==> src/rtl/multiword_adder_sequencer_if.sv <==
// rtl/multiword_adder_sequencer_if.sv - operand/result handshake bundle for the word-serial adder (option: MWADD_SUB_EN)
interface multiword_adder_sequencer_if #(
  parameter int N     = 4,
  parameter int WORDS = 4
);
  localparam int W = N * WORDS;

  logic         in_valid;
  logic         in_ready;
  logic [W-1:0] a_in;
  logic [W-1:0] b_in;
`ifdef MWADD_SUB_EN
  logic         sub;
`endif
  logic         out_valid;
  logic         out_ready;
  logic [W-1:0] sum_out;
  logic         carry_out;
  logic         busy;

`ifdef MWADD_SUB_EN
  modport master (
    output in_valid, a_in, b_in, sub, out_ready,
    input  in_ready, out_valid, sum_out, carry_out, busy
  );
  modport slave (
    input  in_valid, a_in, b_in, sub, out_ready,
    output in_ready, out_valid, sum_out, carry_out, busy
  );
`else
  modport master (
    output in_valid, a_in, b_in, out_ready,
    input  in_ready, out_valid, sum_out, carry_out, busy
  );
  modport slave (
    input  in_valid, a_in, b_in, out_ready,
    output in_ready, out_valid, sum_out, carry_out, busy
  );
`endif

endinterface

==> src/rtl/multiword_adder_sequencer.sv <==
// rtl/multiword_adder_sequencer.sv - wide add sequenced one word per cycle over a shared CLA slice (option: MWADD_SUB_EN)

// Carry-lookahead adder, carry-in is supplied by the caller through bit 0 of both operands
module mwadd_cla #(
  parameter int M = 5
) (
  input  logic [M-1:0] a,
  input  logic [M-1:0] b,
  output logic [M-1:0] s,
  output logic         co
);
  logic [M-1:0] g;
  logic [M-1:0] p;
  logic [M:0]   c;
  logic         term;

  // Each carry is a flat OR of generate terms gated by the propagates above them
  always_comb begin
    g    = a & b;
    p    = a ^ b;
    c    = '0;
    term = 1'b0;
    for (int i = 0; i < M; i++) begin
      for (int j = 0; j <= i; j++) begin
        term = g[j];
        for (int k = j + 1; k <= i; k++) begin
          term = term & p[k];
        end
        c[i+1] = c[i+1] | term;
      end
    end
    s  = p ^ c[M-1:0];
    co = c[M];
  end
endmodule

module multiword_adder_sequencer #(
  parameter int N     = 4,
  parameter int WORDS = 4
) (
  input  logic                        clk,
  input  logic                        reset,
  multiword_adder_sequencer_if.slave  bus
);
  localparam int W  = N * WORDS;
  localparam int IW = (WORDS > 1) ? $clog2(WORDS) : 1;
  localparam logic [IW-1:0] LAST_IDX = IW'(WORDS - 1);

  typedef enum logic [1:0] {IDLE, RUN, DONE} state_t;

  state_t        state_q, state_d;
  logic [IW-1:0] idx_q, idx_d;
  logic          carry_q, carry_d;
  logic [W-1:0]  a_sh_q, a_sh_d;
  logic [W-1:0]  b_sh_q, b_sh_d;
  logic [W-1:0]  sum_q, sum_d;
  logic          carry_out_q, carry_out_d;
`ifdef MWADD_SUB_EN
  logic          sub_q, sub_d;
`endif

  logic [N-1:0]  b_w;
  logic [N-1:0]  slice_sum;
  logic          slice_co;
  logic          unused_lsb;

  // Current word of B, inverted for subtraction
  always_comb begin
`ifdef MWADD_SUB_EN
    b_w = sub_q ? ~b_sh_q[N-1:0] : b_sh_q[N-1:0];
`else
    b_w = b_sh_q[N-1:0];
`endif
  end

  // Carry enters as bit 0 of both operands so the N+1 bit slice adds it in; bit 0 of the result is dropped
  mwadd_cla #(.M(N + 1)) u_cla (
    .a  ({a_sh_q[N-1:0], carry_q}),
    .b  ({b_w, carry_q}),
    .s  ({slice_sum, unused_lsb}),
    .co (slice_co)
  );

  // Next-state and datapath control for the IDLE -> RUN -> DONE sequence
  always_comb begin
    state_d     = state_q;
    idx_d       = idx_q;
    carry_d     = carry_q;
    a_sh_d      = a_sh_q;
    b_sh_d      = b_sh_q;
    sum_d       = sum_q;
    carry_out_d = carry_out_q;
`ifdef MWADD_SUB_EN
    sub_d       = sub_q;
`endif
    unique case (state_q)
      IDLE: begin
        if (bus.in_valid) begin
          a_sh_d  = bus.a_in;
          b_sh_d  = bus.b_in;
          idx_d   = '0;
`ifdef MWADD_SUB_EN
          sub_d   = bus.sub;
          carry_d = bus.sub;
`else
          carry_d = 1'b0;
`endif
          state_d = RUN;
        end
      end
      RUN: begin
        sum_d[idx_q*N +: N] = slice_sum;
        carry_d             = slice_co;
        a_sh_d              = a_sh_q >> N;
        b_sh_d              = b_sh_q >> N;
        if (idx_q == LAST_IDX) begin
          carry_out_d = slice_co;
          idx_d       = '0;
          state_d     = DONE;
        end else begin
          idx_d = idx_q + 1'b1;
        end
      end
      DONE: begin
        if (bus.out_ready) begin
          state_d = IDLE;
        end
      end
      default: state_d = IDLE;
    endcase
  end

  // State and datapath registers; reset abandons any operation in flight
  always_ff @(posedge clk or posedge reset) begin
    if (reset) begin
      state_q     <= IDLE;
      idx_q       <= '0;
      carry_q     <= 1'b0;
      a_sh_q      <= '0;
      b_sh_q      <= '0;
      sum_q       <= '0;
      carry_out_q <= 1'b0;
`ifdef MWADD_SUB_EN
      sub_q       <= 1'b0;
`endif
    end else begin
      state_q     <= state_d;
      idx_q       <= idx_d;
      carry_q     <= carry_d;
      a_sh_q      <= a_sh_d;
      b_sh_q      <= b_sh_d;
      sum_q       <= sum_d;
      carry_out_q <= carry_out_d;
`ifdef MWADD_SUB_EN
      sub_q       <= sub_d;
`endif
    end
  end

  assign bus.in_ready  = (state_q == IDLE);
  assign bus.out_valid = (state_q == DONE);
  assign bus.busy      = (state_q != IDLE);
  assign bus.sum_out   = sum_q;
  assign bus.carry_out = carry_out_q;

endmodule

==> src/flat_wrapper.sv <==
// flat-port wrapper written by rule: the top's interface ports become plain ports
module multiword_adder_sequencer_flat 
#(
  parameter int N     = 4,
  parameter int WORDS = 4
)
  (clk, reset, bus_in_valid, bus_a_in, bus_b_in, bus_out_ready, bus_in_ready, bus_out_valid, bus_sum_out, bus_carry_out, bus_busy);
  multiword_adder_sequencer_if #(.N(N), .WORDS(WORDS)) bus_i ();
  input  logic clk;
  input  logic reset;
  input wire logic [$bits(bus_i.in_valid)-1:0] bus_in_valid;
  input wire logic [$bits(bus_i.a_in)-1:0] bus_a_in;
  input wire logic [$bits(bus_i.b_in)-1:0] bus_b_in;
  input wire logic [$bits(bus_i.out_ready)-1:0] bus_out_ready;
  output wire logic [$bits(bus_i.in_ready)-1:0] bus_in_ready;
  output wire logic [$bits(bus_i.out_valid)-1:0] bus_out_valid;
  output wire logic [$bits(bus_i.sum_out)-1:0] bus_sum_out;
  output wire logic [$bits(bus_i.carry_out)-1:0] bus_carry_out;
  output wire logic [$bits(bus_i.busy)-1:0] bus_busy;
  assign bus_i.in_valid = bus_in_valid;
  assign bus_i.a_in = bus_a_in;
  assign bus_i.b_in = bus_b_in;
  assign bus_i.out_ready = bus_out_ready;
  assign bus_in_ready = bus_i.in_ready;
  assign bus_out_valid = bus_i.out_valid;
  assign bus_sum_out = bus_i.sum_out;
  assign bus_carry_out = bus_i.carry_out;
  assign bus_busy = bus_i.busy;
  multiword_adder_sequencer #(.N(N), .WORDS(WORDS)) u_core (.clk(clk), .reset(reset), .bus(bus_i));
endmodule
==> config.mk <==
export PLATFORM = sky130hd
export DESIGN_NAME = multiword_adder_sequencer_flat
export DESIGN_NICKNAME = d
export VERILOG_FILES = /design/src/rtl/multiword_adder_sequencer_if.sv /design/src/rtl/multiword_adder_sequencer.sv /design/src/flat_wrapper.sv
export SDC_FILE = /design/constraint.sdc
export NUM_CORES = 1
export LEC_CHECK = 0
export ABC_CLOCK_PERIOD_IN_PS = 2340
export BUFFER_PORTS_ARGS = -buffer_cell sky130_fd_sc_hd__buf_2
export CAP_MARGIN = 30
export CORE_MARGIN = 10
export CORE_UTILIZATION = 35
export CTS_BUF_LIST = sky130_fd_sc_hd__clkbuf_8
export DETAILED_ROUTE_END_ITERATION = 6
export PLACE_DENSITY = 0.52
export SLEW_MARGIN = 20
export SYNTH_ARGS = -nofsm -noshare
export SYNTH_HDL_FRONTEND = slang
export SYNTH_SLANG_ARGS = --single-unit
==> constraint.sdc <==
create_clock -name clk -period 2.34 [get_ports clk]
set_input_delay 0.351 -clock clk [delete_from_list [all_inputs] [get_ports clk]]
set_output_delay 0.351 -clock clk [all_outputs]
set_load 0.01 [all_outputs]
# Word level (Yosys, flattened, before mapping)

Cells that the tools add are included.

Add/subtract/negate cells: 2
Equal/unequal tests: 6
Shift-type cells: 2
Muxes and demuxes: 14
Bitwise operators: 23
Reductions and logical operators: 6

Operators by type and width:

| kind                                                   | count |
|---|---|
| one-hot mux 16 bit (2 select lines)                    | 2 |
| negator 4 -> 34 bit                                    | 1 |
| variable shift 4 x 34 -> 16 bit (first input constant) | 1 |
| variable part select 4 x 34 -> 16 bit                  | 1 |
| 2-to-1 mux 16 bit                                      | 2 |
| bitwise mux 16 bit                                     | 1 |
| bitwise AND 1 bit                                      | 10 |
| 2-to-1 mux 2 bit                                       | 5 |
| bitwise OR 1 bit                                       | 10 |
| bitwise XOR 5 bit                                      | 2 |
| one-hot mux 2 bit (3 select lines)                     | 1 |
| bitwise AND 5 bit                                      | 1 |
| == test 2 bit (second input constant)                  | 2 |
| inequality test 2 bit (second input constant)          | 2 |
| one-hot mux 2 bit (2 select lines)                     | 1 |
| AND reduction 2 bit                                    | 2 |
| nonzero test 2 bit                                     | 2 |
| AND reduction 3 bit                                    | 1 |
| adder 2 x 1 -> 2 bit (second input constant)           | 1 |
| == test 2 x 1 -> 1 bit (second input constant)         | 1 |
| logical NOT 2 bit                                      | 1 |
| inequality test 2 x 1 -> 1 bit (second input constant) | 1 |
| one-hot mux 1 bit (2 select lines)                     | 1 |
| 2-to-1 mux 1 bit                                       | 1 |

Register bits after elaboration: 54
Input bits: 36
Output and inout port bits: 20
Word-level logic and storage cells: 60

# Logic depth before layout (Yosys ltp)

Depth in word-level cells: 10
Gate-level depth with buffers: 5
Mapped depth without buffers: 5

# Modules after synthesis

From an unflattened synthesis, not the netlist that was laid out.

Cells, all modules: 265
Area, all modules: 2806.4 µm²

By module, submodules not included:

| module                    | instances | cells an instance | area each (µm²) | sequential area each (µm²) |
|---|---|---|---|---|
| multiword_adder_sequencer | 1         | 249               | 2642.5          | 1351.3 |
| mwadd_cla                 | 1         | 16                | 163.9           | 0.0 |

# Least setup slack after synthesis

OpenSTA, ideal clock, no wires.

Kind: register to register
Start point: reg u_core.b_sh_q[0]
End point: reg u_core.sum_q[15] (netlist: u_core.bus.sum_out[15])
Setup time: 122 ps
Arrival time: 1731 ps
Data required time: 2218 ps
Path slack: 487 ps
Stages on the path, launching flop included: 6
Buffers on the path: 0
Clock period less this slack: 1853 ps
Cells stage by stage: dfrtp_1 -> ha_1 -> ha_1 -> o211a_1 -> or3_4 -> a32o_1

Longest elaborated chain between the ends: 10
Elaborated cells on any way between the ends: 16
Classes of those cells: shift: 1; mux: 1; bitwise: 14

Ends and longest elaborated chain:

| what                                      | RTL line                         | source |
|---|---|---|
| from (decl)                               | multiword_adder_sequencer.sv:55  | `logic [W-1:0] b_sh_q, b_sh_d;` |
| from (signal assigned)                    | multiword_adder_sequencer.sv:151 | `b_sh_q <= b_sh_d;` |
| bitwise XOR 5 bit                         | multiword_adder_sequencer.sv:20  | `p = a ^ b;` |
| bitwise AND 1 bit (3 in a row)            | multiword_adder_sequencer.sv:27  | `term = term & p[k];` |
| bitwise OR 1 bit (3 in a row)             | multiword_adder_sequencer.sv:29  | `c[i+1] = c[i+1] \| term;` |
| bitwise XOR 5 bit (*)                     | multiword_adder_sequencer.sv:32  | `s = p ^ c[M-1:0];` |
| variable part select 4 x 34 -> 16 bit (*) | multiword_adder_sequencer.sv:112 | `sum_d[idx_q*N +: N] = slice_sum;` |
| bitwise mux 16 bit (*)                    | multiword_adder_sequencer.sv:112 |  |
| to (signal assigned)                      | multiword_adder_sequencer.sv:152 | `sum_q <= sum_d;` |
| to (decl)                                 | multiword_adder_sequencer.sv:56  | `logic [W-1:0] sum_q, sum_d;` |

Every way passes the cells marked *; elsewhere a longest branch is shown, timed or not.
A chain may end at the register's enable or synchronous reset.

# Final worst setup path

Same ends and word-level chain as after synthesis.

==> impl_summary.txt <==
----------------------------------------------------
[Clock tree]
  TritonCTS buffer count ... 5
  Number of instances resized during post-cts repair ... 0
  Total setup buffers inserted after CTS ... 0
  Clock tree sinks ... 54
  H-tree depth ... 2
  Clock Latency Late Sink ... about 0.29 ns
  Hold-fix buffers at CTS ... 0
  TritonCTS clock tree ... built
  Buffer depth of the longest clock path ... 2
  Cell chosen for the clock root ... sky130_fd_sc_hd__clkbuf_8
  Clk slew on worst S/H paths ... 0.10 ns

[Final layout]
  Net count, final ... 359
  Cell Count, Final, Fillers Out ... around 410
  Fill count ... ~760
  Antenna Cells ... 0
  Synthesis-to-finish area growth ... 19.50%
  Share of the core filled with cells ... 0.4330
  Layout cell share with drive strength beyond 1 ... 0.2436

[Power]
  PnR Total Power ... about 3.8 mW
  IR Drop Worst-Case VDD ... 0.0004319 V
  Total power divided by cell area ... 1199 nW/um^2
  Static power due to leakage ... 1.669 nW

[STA]
  RSZ-0062 raised after global routing ... false
  Final-report hold violation count ... 0
  Part of the cycle the worst path needs ... 0.8299
  Final Max Tran Viols ... 0
  Total negative setup slack ... 0 ns
  Transition at the pin with the smallest max-transition slack ... 0.6068 ns
  Slew headroom ... 0.5946
  Max Freq ... 0.5150 GHz
  Period minus WS final ... 1.942 ns
  Final setup violation count ... 0
  Clk_skew ... 0.005493 ns

[Yosys]
  Number of register bits inferred by synthesis ... 54
  Number of distinct library cells after synthesis ... 33
  Register area share after synthesis ... 0.5087
  Cell count after synthesis ... 256
  Synth Net Count ... 304
  Top flip-flop cell by instance count after synthesis ... sky130_fd_sc_hd__dfrtp_1
  Yosys warning count ... 0
  Number of enable-type register cells in the synthesized netlist ... 0
  Mean area per synthesized cell ... just over 10 sq um
  Async SR Flop Fraction ... 1.000
  Cell area after synthesis ... 2656 sq um

[GRT]
  Grt total ovfl ... 0
  Initial antenna violation count ... 0
  Pin count of the biggest net entering global routing ... 57
  Number of global-route vias before repair ... around 2,300
  Total GRT Usage ... 0.1112
  First-pass GRT wire length ... 10,660 microns

[Setup path]
  CP Capture Type ... flop
  Count of cell instances traversed by the critical path ... 5
  Critical register-to-register path endpoint ... u_core.bus.sum_out[15]$_DFFE_PP0P_
  Critical Path RT ... 2.53 ns
  Family with the most delay on the worst path ... compound AO/OA/AOI/OAI gates
  Reg-to-reg slack, setup ... 0.40 ns
  Worst-path cell chain ... ha_1 -> ha_1 -> o211a_1 -> or3_4 -> a32o_1
  Classification of the worst setup path ... reg -> reg
  Crit start category ... flop
  Worst path buffer plus inverter count ... 0
  Slowest stage cell on the critical path ... sky130_fd_sc_hd__dfrtp_1
  Data arrival at the endpoint of the critical path ... 2.13 ns
  R2R Path Start ... u_core.b_sh_q[0]$_DFFE_PP0P_
  Crit path largest cell delay ... around 0.42 ns
  R2r worst-path depth ... 5
  Worst-path maximum fanout ... 4
  CP most frequent cell ... sky130_fd_sc_hd__ha_1
  Capture point of the worst path ... u_core.bus.sum_out[15]$_DFFE_PP0P_
  Worst setup path startpoint ... u_core.b_sh_q[0]$_DFFE_PP0P_

[Placed design]
  DP HPWL ... 4481 microns
  Count of port buffers added during placement ... 55
  Routability congestion estimate ... a little over 0.7
  Total placed cells including tap cells ... ~400

[Drt]
  Vias post-DR ... 1,990
  DRC violations left ... 0
  DRT iter0 DRCs ... 67
  Total routed wirelength ... 6121 microns
  Routed via count divided by cell count ... approximately 4.8
  Remaining number of nets flagged by the antenna check after routing ... 0
  Average wire per standard cell ... roughly 15 microns
  Detailed-router iteration count before antenna repair ... 4

[Worst hold path]
  Class of the most critical hold timing path ... in -> async

[Floorplan]
  Initial Util ... 0.3623
  Area of the die ... roughly 11,000 sq um
  Overall die height ... 107.1 microns
  Placement row count ... 31
  Die W ... 107.1 microns
  Core box area ... approximately 7300 sq um
  Top-level port count ... 56

[Job]
  Max-cap violation count ... 0

[Outcome]
  Outcome ... finished clean

----------------------------------------------------
[through the flow]
stage          cell area (sq um)  hold slack, ns  worst slack [ns]
6_report                    3174         0.08523            0.3981
5_1_grt                     3174          0.1070            0.3292
4_1_cts                     3174         0.09475            0.3886
3_5_place_dp                3068          0.4254            0.3972
3_3_place_gp                3053          0.4267            0.4375
2_1_floorplan               2656          0.4501            0.4874
[worst reg2reg max path: cells and delay by family, from the launching register on]
kind	cells	cell delay [ns]
adders and majority gates	2	0.51
and+or+nand+nor	1	0.40
AOI/OAI and AO/OA	2	0.52
DFF	1	0.42
[layer usage]
metal,track usage,vias up,routed length (microns),part of all wire
met5,0,-,0,0
met4,0.02611,0,43,0.0070
met3,0.03533,4,334,0.055
met2,0.1771,41,2834,0.46
met1,0.1431,915,2908,0.48
li1,-,1030,-,-
[worst min-delay path by stage]
stage / depth (start not counted) / endpoint / startpoint
after floorplan: 2 / u_core.b_sh_q[10]$_DFFE_PP0P_ / u_core.b_sh_q[10]$_DFFE_PP0P_
after global placement: 3 / u_core.b_sh_q[13]$_DFFE_PP0P_ / reset
after detailed placement: 3 / u_core.b_sh_q[13]$_DFFE_PP0P_ / reset
after CTS: 3 / u_core.b_sh_q[13]$_DFFE_PP0P_ / reset
after global routing: 3 / u_core.b_sh_q[13]$_DFFE_PP0P_ / reset
final: 3 / u_core.b_sh_q[13]$_DFFE_PP0P_ / reset
[flip-flops by register name, summed over array words and instances, names as in the netlist]
signal and flops:
u_core.idx_q 2, u_core.bus.carry_out 1, u_core.carry_q 1, u_core.b_sh_q 16, u_core.state_q 2, u_core.a_sh_q 16, u_core.bus.sum_out 16
[layout by cell type (no fill, tap or decap), types with 2 or more instances in the layout]
cell and instances:
sky130_fd_sc_hd__buf_2 55, sky130_fd_sc_hd__dfrtp_1 54, sky130_fd_sc_hd__nand2_1 35, sky130_fd_sc_hd__a21oi_1 28, sky130_fd_sc_hd__and3b_1 25, sky130_fd_sc_hd__o21ai_0 25, sky130_fd_sc_hd__a22o_1 18, sky130_fd_sc_hd__ha_1 11
sky130_fd_sc_hd__inv_1 7, sky130_fd_sc_hd__buf_4 7, sky130_fd_sc_hd__nor2b_1 6, sky130_fd_sc_hd__o21ai_1 5, sky130_fd_sc_hd__clkbuf_8 5, sky130_fd_sc_hd__a32o_1 4, sky130_fd_sc_hd__nor2_1 3, sky130_fd_sc_hd__nand2b_1 2
sky130_fd_sc_hd__and2_1 2
[logic make-up (layout without fill, tap and decap cells)]
group | count (synthesis) | count (layout) | synth area share
buffers and inverters | 22 | 78 | 0.03674
xor gates and xnor gates | 1 | 1 | 0.003298
DFF | 54 | 54 | 0.5087
and+or+nand+nor | 79 | 79 | 0.1814
adders and majority gates | 12 | 12 | 0.05935
muxes | 1 | 1 | 0.003768
AOI/OAI and AO/OA | 87 | 87 | 0.2068
[cell usage after synthesis, types with 2 or more instances]
master / instances / area [sq um]
sky130_fd_sc_hd__nand2b_1: 2 / 12.51
sky130_fd_sc_hd__clkbuf_1: 8 / 30.03
sky130_fd_sc_hd__nor2_1: 3 / 11.26
sky130_fd_sc_hd__nor2b_1: 6 / 37.54
sky130_fd_sc_hd__ha_1: 11 / 137.6
sky130_fd_sc_hd__o21ai_1: 5 / 25.02
sky130_fd_sc_hd__buf_4: 2 / 15.01
sky130_fd_sc_hd__and3b_1: 25 / 219.0
sky130_fd_sc_hd__buf_2: 6 / 30.03
sky130_fd_sc_hd__a22o_1: 18 / 157.7
sky130_fd_sc_hd__o21ai_0: 25 / 125.1
sky130_fd_sc_hd__dfrtp_1: 54 / 1351
sky130_fd_sc_hd__a32o_1: 4 / 40.04
sky130_fd_sc_hd__and2_1: 2 / 12.51
sky130_fd_sc_hd__inv_1: 6 / 22.52
sky130_fd_sc_hd__a21oi_1: 28 / 140.1
sky130_fd_sc_hd__nand2_1: 35 / 131.4
[cell type report]
class,instances,area (sq um),area share
flip-flops and latches,54,1351,0.4257
multi-input cells,180,1207,0.3804
clock buffers,5,68.82,0.02168
well taps,99,123.9,0.03902
repair buffers,64,362.8,0.1143
inverters,6,22.52,0.007095
clock inverters,3,37.54,0.01183
[where the power goes]
| part | switching (mW) | internal, mW | leakage [nW] | total, mW |
|---|---|---|---|---|
| Clock | 0.295 | 0.312 | 0.0607 | 0.607 |
| Combinational | 0.946 | 0.724 | 0.890 | 1.67 |
| Sequential | 0.238 | 1.29 | 0.718 | 1.53 |
Power figures use the tool's default switching activity.
